==> src/rtl/exc_pkg.sv <==
// Shared types and constants for the external interrupt path of the
// single-cycle core with exceptions.
package exc_pkg;

  typedef enum logic [1:0] {
    IDLE,
    REQ,
    SERVICE
  } irq_state_t;

  // EStatus cause codes, also used by the main decoder.
  localparam logic [3:0] ESTAT_EXTIRQ   = 4'b0001;
  localparam logic [3:0] ESTAT_NOTINSTR = 4'b0010;

endpackage

==> src/rtl/irq_prio_enc.sv <==
// Fixed-priority encoder: reports the lowest set index of req_i (index 0
// wins) and whether any bit is set at all.
module irq_prio_enc #(
  parameter int NUM_SRC = 4,
  parameter int ID_W    = $clog2(NUM_SRC)
) (
  input  logic [NUM_SRC-1:0] req_i,
  output logic               valid_o,
  output logic [ID_W-1:0]    idx_o
);

  // NOTE: every output of a combinational block gets a default before any
  // conditional assignment, otherwise synthesis infers a latch.
  always_comb begin
    valid_o = |req_i;
    idx_o   = '0;
    // Scan downward so the lowest set index is the last one written.
    for (int i = NUM_SRC - 1; i >= 0; i--) begin
      if (req_i[i]) idx_o = ID_W'(i);
    end
  end

endmodule

==> src/rtl/exc_irq_ctrl.sv <==
// Multi-source external interrupt controller: edge-latched pending bits,
// fixed-priority arbitration and a non-nesting REQ/SERVICE handshake.
module exc_irq_ctrl
  import exc_pkg::*;
#(
  parameter int NUM_SRC = 4,
  parameter int ID_W    = $clog2(NUM_SRC)
) (
  input  logic               clk,
  input  logic               reset,
  input  logic [NUM_SRC-1:0] irq_src,
  input  logic [NUM_SRC-1:0] irq_en,
  input  logic               ExtIAck,
  input  logic               ERet,
  input  logic [NUM_SRC-1:0] ovr_clr,
  output logic               ExtIRQ,
  output logic [ID_W-1:0]    irq_id,
  output logic               busy,
  output logic [NUM_SRC-1:0] pending,
  output logic [NUM_SRC-1:0] overrun
);

  irq_state_t         state_q;
  logic               ext_irq_q;
  logic [ID_W-1:0]    irq_id_q;
  logic [NUM_SRC-1:0] src_q;
  logic [NUM_SRC-1:0] pending_q, pending_d;
  logic [NUM_SRC-1:0] overrun_q, overrun_d;

  logic [NUM_SRC-1:0] edge_det;
  logic [NUM_SRC-1:0] ack_clr;
  logic               ack_take;
  logic               win_valid;
  logic [ID_W-1:0]    win_id;

  assign edge_det = irq_src & ~src_q;
  assign ack_take = (state_q == REQ) && ExtIAck;
  assign ack_clr  = ack_take ? (NUM_SRC'(1) << irq_id_q) : '0;

  // Masked pending bits stay latched; only arbitration honours irq_en.
  irq_prio_enc #(
    .NUM_SRC (NUM_SRC),
    .ID_W    (ID_W)
  ) u_prio (
    .req_i   (pending_q & irq_en),
    .valid_o (win_valid),
    .idx_o   (win_id)
  );

  // A new edge beats a same-cycle clear for both pending and overrun.
  always_comb begin
    pending_d = (pending_q & ~ack_clr) | edge_det;
    overrun_d = (overrun_q & ~ovr_clr) | (edge_det & pending_q);
  end

  // NOTE: sequential state uses non-blocking assignments so every register
  // samples the pre-edge values regardless of statement order.
  always_ff @(posedge clk) begin
    if (!reset) begin
      src_q     <= '0;
      pending_q <= '0;
      overrun_q <= '0;
    end else begin
      src_q     <= irq_src;
      pending_q <= pending_d;
      overrun_q <= overrun_d;
    end
  end

  always_ff @(posedge clk) begin
    if (!reset) begin
      state_q   <= IDLE;
      ext_irq_q <= 1'b0;
      irq_id_q  <= '0;
    end else begin
      case (state_q)
        IDLE: begin
          if (win_valid) begin
            irq_id_q  <= win_id;
            ext_irq_q <= 1'b1;
            state_q   <= REQ;
          end
        end
        REQ: begin
          if (ExtIAck) begin
            ext_irq_q <= 1'b0;
            state_q   <= SERVICE;
          end
        end
        SERVICE: begin
          if (ERet) state_q <= IDLE;
        end
        default: begin
          ext_irq_q <= 1'b0;
          state_q   <= IDLE;
        end
      endcase
    end
  end

  assign ExtIRQ  = ext_irq_q;
  assign irq_id  = irq_id_q;
  assign busy    = (state_q != IDLE);
  assign pending = pending_q;
  assign overrun = overrun_q;

endmodule
==> config.mk <==
export PLATFORM = sky130hd
export DESIGN_NAME = exc_irq_ctrl
export DESIGN_NICKNAME = d
export VERILOG_FILES = /design/src/rtl/exc_pkg.sv /design/src/rtl/irq_prio_enc.sv /design/src/rtl/exc_irq_ctrl.sv
export SDC_FILE = /design/constraint.sdc
export NUM_CORES = 1
export LEC_CHECK = 0
export BUFFER_PORTS_ARGS = -buffer_cell sky130_fd_sc_hd__buf_2
export CAP_MARGIN = 30
export CORE_UTILIZATION = 40
export DETAILED_ROUTE_END_ITERATION = 8
export PLACE_DENSITY = 0.68
export SLEW_MARGIN = 25
export SYNTH_ARGS = -nofsm -noshare
export SYNTH_HDL_FRONTEND = slang
export SYNTH_SLANG_ARGS = --single-unit
==> constraint.sdc <==
create_clock -name clk -period 2.06 [get_ports clk]
set_clock_uncertainty 0.15 [all_clocks]
set_input_delay 0.103 -clock clk [delete_from_list [all_inputs] [get_ports clk]]
set_output_delay 0.103 -clock clk [all_outputs]
set_load 0.02 [all_outputs]
==> results_dict.tcl, run 1 <==
set metrics [dict create \
    die_height_um 43.4 \
    coreArea_mm2 0.00156 \
    path_cells "or2_4 > buf_2" \
    startpoint_type "flip-flop" \
    fill_cells 149 \
    worstSkewPairLatency_ns 0.29 \
    min_to "pending[2]" \
    holdPathStages 2 \
    viasPerCell 5.02 \
    synthDistinctLibCells 24 \
    cts.sinks 17 \
    area_growth_pct 42.0 \
    required_ns 1.81 \
    synth_cells 73 \
    synth_edf_count 0 \
    maxSlewHeadroom_pct 82.6 \
    worstPathArrival_ns 1.09 \
    wl_per_cell_um 11.0 \
    clockBufferDepth 2 \
    cp_max_fo 6 \
    critPathBufInv 1 \
    antennaDiodeCount 0 \
    timing.fmax_mhz 743 \
    synth.avg_cell_area_um2 9.38 \
    num_rows 14 \
    hold_viol_final 0 \
    worst_pin_slew_ns 0.262 \
    design.die.area_mm2 0.00188 \
    cts_resized 0 \
    wl_um 1440 \
    dr.pass1.iters 6 \
    leakagePower_nw 0.445 \
    drc_errors 1 \
    hp-start "reset" \
    htree_levels 1 \
    clkTransAtPathRegs_ns 0.09 \
    synthArstFlopShare_pct 0 \
    ys_seq_elements 17 \
    drtAntennaViolNets 0 \
    grt_pass1_vias 623 \
    start_util_pct 43.9 \
    grt_pass1_wl_um 2460 \
    final_nets 131 \
    cts_buffers 3 \
    overflow 0 \
    synth_area_um2 684 \
    vias 653 \
    r2r_cells 4 \
    power.total_mw 0.697 \
    cts_tree "built" \
    gp_congestion 0.792 \
    port_buffers 27 \
    io_pins 28 \
    fin_crit_ns 1.35 \
    ys.flop_type "dfxtp_1" \
    rsz0062_at_grt "false" \
    drv_cap 0 \
    violations "design-rule violations" \
    finalMaxSlewViolations 0 \
    placed_cell_area_um2 836 \
    peakVddDrop_mv 0.470 \
    crit_slowest_cell "dfxtp_1" \
    fin_crit_sh_pct 65.3 \
    criticalPathCategory "flip-flop to output pin" \
    rrSetupSlack_ns 0.82 \
    final_cell_mix "buf_2, dfxtp_1, dlygate4sd3_1, nor2b_1, nand2_1" \
    cts_root_buffer "clkbuf_4" \
    hpwl_um 1040 \
    drt_iter0_markers 10 \
    reg2reg_from "pending[0]" \
    powerDensity_mw_per_mm2 717 \
    end_kind "output pin" \
    grt_usage_pct 18.1 \
    cp_top_family "flip-flops" \
    cp_slowest_stage_delay_ns 0.36 \
    seq_area_frac_synth_pct 49.7 \
    die_width_um 43.4 \
    r2r-end "irq_id[0]" \
    finalSetupTns_ns 0 \
    drive_gt1_share_pct 30.7 \
    syn-num-nets 89 \
    hold_path.class "input pin to flip-flop" \
    yosys_warnings 0 \
    setup_viol_count_final 0 \
    final_common_cell "buf_2" \
    status "finished with violations" \
    stdcell_area_um2 972 \
    grt_start_max_net_pins 19 \
    antenna_found_initial 0 \
]
## how the worst max path moves through the flow
stage                          start         end  slack (ns)  cells after the start
after floorplan           pending[0]  state_q[0]        0.82                      4
after global placement    pending[0]   irq_id[0]        0.88                      4
after detailed placement  state_q[0]  pending[2]        0.81                      4
after CTS                 state_q[1]        busy        0.70                      2
after global routing       irq_en[0]   irq_id[0]        0.64                      6
final                     state_q[1]        busy        0.71                      2
## registers in the layout, indices dropped and copies added, names as in the netlist
register / cells
state_q: 2
overrun: 4
pending: 4
irq_id: 2
src_q: 4
ExtIRQ: 1
## kinds of logic (layout without fill, tap and decap cells)
family          Yosys count  in the layout  synth area share [%]
flops                    17             17                  49.7
compound gates           18             18                  17.2
buf+inv                   1             42                 0.548
mux                       1              1                  1.46
simple gates             36             36                  31.1
## metrics by stage
step | hold slack, ns | setup WS (ns) | instances | utilization (%)
2_1_floorplan | 0.0747 | 0.821 | 73 | -
3_3_place_gp | 0.166 | 0.876 | 115 | 53.6
3_5_place_dp | 0.167 | 0.809 | 115 | 53.6
4_1_cts | 0.0138 | 0.700 | 130 | 62.4
5_1_grt | 0.00942 | 0.640 | 130 | 62.4
6_report | 0.0248 | 0.714 | 130 | 62.4
## cell usage after synthesis, drive strengths merged, types with 3 or more instances
| library cell | number | area (um2) |
|---|---|---|
| dfxtp | 17 | 340 |
| nor2b | 10 | 62.6 |
| nand2 | 8 | 30.0 |
| a21oi | 6 | 30.0 |
| a21boi | 4 | 30.0 |
| and2 | 4 | 25.0 |
| nor2 | 4 | 15.0 |
| nand2b | 3 | 26.3 |
| nand3 | 3 | 20.0 |
| o21ai | 3 | 15.0 |
## layer usage
| metal | vias to the layer above | GRT usage (%) | share of wire (%) |
|---|---|---|---|
| li1 | 334 | - | - |
| met1 | 293 | 19.6 | 45 |
| met2 | 22 | 31.2 | 48 |
| met3 | 4 | 6.25 | 5.1 |
| met4 | 0 | 9.38 | 1.8 |
| met5 | - | 0 | 0 |
## area by class of cell
cell class / count / area [um2] / share of cell area [%]
Clock buffer: 4 / 26.3 / 2.70
Tap cell: 16 / 20.0 / 2.06
Sequential cell: 17 / 340 / 35.0
Timing Repair Buffer: 38 / 245 / 25.2
Multi-Input combinational cell: 55 / 340 / 35.0
## repair_timing
action,in CTS,in global routing
setup buffers,0,0
endpoints found under the setup margin,0,0
hold buffers,11,0
hold endpoints to repair,12,0
## power by group
group | internal [mW] | total (mW) | switching (mW)
Sequential | 0.352 | 0.373 | 0.0204
Clock | 0.0754 | 0.177 | 0.102
Combinational | 0.0750 | 0.147 | 0.0723
No activity file was read; power rests on OpenSTA's default activity.
==> run 2, diff against run 1 <==
Settings changed: ABC_AREA set to 1, CORE_ASPECT_RATIO set to 0.75, PLACE_DENSITY 0.68 to 0.7.
Clock period 2.06 ns to 1.2 ns, I/O delays scaled along.
==> run 2 against run 1 <==
The flow finishes with violations (negative hold slack). Sequential cell count stayed put. Via count up 12%. Synthesized area increased by 4.9%. Critical endpoint is now state_q[1].
==> results_dict.tcl, run 2 <==
set metrics [dict create \
    start_util_pct 45.6 \
    antennaDiodeCount 0 \
    synthDistinctLibCells 13 \
    viasPerCell 4.38 \
    end_kind "flip-flop" \
    fin_ws_ns 0.0651 \
    htree_levels 1 \
    fin_crit_sh_pct 94.6 \
    startpoint_type "input pin" \
    final_cell_mix "nand2_1, buf_2, inv_1, dfxtp_1" \
    drt_iter0_markers 14 \
    violations "negative hold slack" \
    cp_max_fo 11 \
    finalMaxSlewViolations 0 \
    synth_edf_count 0 \
    critPathBufInv 3 \
    num_rows 12 \
    coreArea_mm2 0.00158 \
    die_height_um 38.7 \
    drc_errors 0 \
    worst_pin_slew_ns 0.363 \
    synth_top_area_cell "dfxtp_1" \
    final_common_cell "nand2_1" \
    port_buffers 27 \
    synth.avg_cell_area_um2 6.97 \
    vias 732 \
    gp_congestion 0.847 \
    fin_cells 167 \
    cts_buffers 3 \
    p_comb_share_pct 23.5 \
    power.total_mw 1.22 \
    hold_path.class "input pin to flip-flop" \
    drv_cap 0 \
    powerDensity_mw_per_mm2 1180 \
    hold_ws_ns -0.0120 \
    hpwl_um 1200 \
    required_ns 1.22 \
    maxSlewHeadroom_pct 75.8 \
    final_nets 163 \
    peakVddDrop_mv 0.873 \
    p_sw_mw 0.363 \
    netlist_top_cells_count "nand2_1, inv_1, dfxtp_1" \
    cts.sinks 17 \
    drive_gt1_share_pct 32.9 \
    post_cts_buffers 0 \
    cp_top_family "buffers and inverters" \
    fin_crit_ns 1.13 \
    setup_viol_count_final 0 \
    area_growth_pct 44.3 \
    leakagePower_nw 0.558 \
    seq_area_frac_synth_pct 47.4 \
    ys_seq_elements 17 \
    dr.pass1.iters 4 \
    antenna_found_initial 0 \
    io_pins 28 \
    grt_pass1_vias 596 \
    cts_tree "built" \
    synth.top_cell.area_share_pct 47.4 \
    grt_pass1_wl_um 2500 \
    hold_viol_final 1 \
    worstSkewPairLatency_ns 0.29 \
    pwr-share-clk_pct 24.8 \
    cp_slowest_stage_delay_ns 0.54 \
    wl_per_cell_um 9.54 \
    cts_root_buffer "clkbuf_4" \
    hold_buffers 11 \
    synth_area_um2 718 \
    worstPathArrival_ns 1.15 \
    sequentialPowerShare_pct 51.7 \
    yosys_warnings 0 \
    synth_top_cells_by_area "dfxtp_1, nand2_1, inv_1" \
    design.die.area_mm2 0.00197 \
    pre_cts_ws_ns 0.0196 \
    path_cells "dlygate4sd3_1 > buf_2 > inv_1 > a21oi_1" \
    status "finished with violations" \
    p_int_mw 0.858 \
    placed_cells 152 \
    drtAntennaViolNets 0 \
    timing.fmax_mhz 881 \
    crit_slowest_cell "dlygate4sd3_1" \
    die_width_um 50.9 \
    ys.flop_type "dfxtp_1" \
    syn-num-nets 119 \
    fill_cells 154 \
    synth_cells 103 \
    overflow 0 \
    grt_usage_pct 18.1 \
    grt_start_max_net_pins 12 \
    criticalPathCategory "input pin to flip-flop" \
    yosysMostFrequentCell "nand2_1" \
    synthArstFlopShare_pct 0 \
    clockBufferDepth 2 \
    clkTransAtPathRegs_ns 0.09 \
    wl_um 1590 \
    rsz0062_at_grt "true" \
    swShare_pct 29.7 \
]
==> run 2: what timing repair did <==
item	4_1_cts	5_1_grt
hold endpoints to repair	16	1
gates resized for setup	1	7
setup endpoints to repair	1	5
==> run 2: kinds of logic after synthesis <==
logic type / after synthesis / share of synthesized area (%)
and+or+nand+nor: 46 / 28.2
buffers and inverters: 24 / 12.7
DFF: 17 / 47.4
AOI/OAI and AO/OA: 16 / 11.7
==> run 2: layer usage <==
layer  GRT usage, %  part of all wire, %  vias to the layer above
met5              0                    0                        -
met4           4.17                 0.63                        0
met3           7.06                  6.1                        3
met2           29.9                   44                       23
met1           22.3                   49                      306
li1               -                    -                      400
==> run 2: per-stage QoR <==
step | area (um2) | setup TNS, ns | utilization (%)
4_1_cts | 1030 | 0 | 65.2
3_3_place_gp | 890 | 0 | 56.4
3_5_place_dp | 890 | 0 | 56.4
6_report | 1040 | 0 | 65.7
2_1_floorplan | 718 | 0 | -
5_1_grt | 1040 | -0.00387 | 65.7
==> run 2: power groups by stage <==
stage	clock network [mW]	registers (mW)	logic, mW
6_report	0.303	0.631	0.286
5_1_grt	0.340	0.637	0.318
4_1_cts	0.313	0.629	0.285
3_5_place_dp	0	0.642	0.258
3_3_place_gp	0	0.640	0.251
2_1_floorplan	0	0.673	0.132
==> run 2: cell type report <==
class                      instances  area (um2)  area share (%)
timing repair buffer              40         260            25.1
tap                               21        26.3            2.54
clock buffer                       4        26.3            2.54
multi-input combinational         62         292            28.1
inverter                          23        86.3            8.33
sequential                        17         345            33.3
==> run 2: path summary, 6_finish.rpt <==
check	start	end	slack [ns]	cells past startpoint
worst max-delay path	reset	state_q[1]	0.07	4
worst max register to register	pending[0]	irq_id[0]	0.07	7
worst min-delay path	irq_en[0]	irq_id[0]	-0.01	4
worst min register to register	overrun[3]	overrun[3]	0.31	2
==> run 2: tightest hold or removal path: stages <==
cell     delay [ns]
buf_2          0.08
nand2_1        0.07
nand3_1        0.12
a21oi_2        0.06
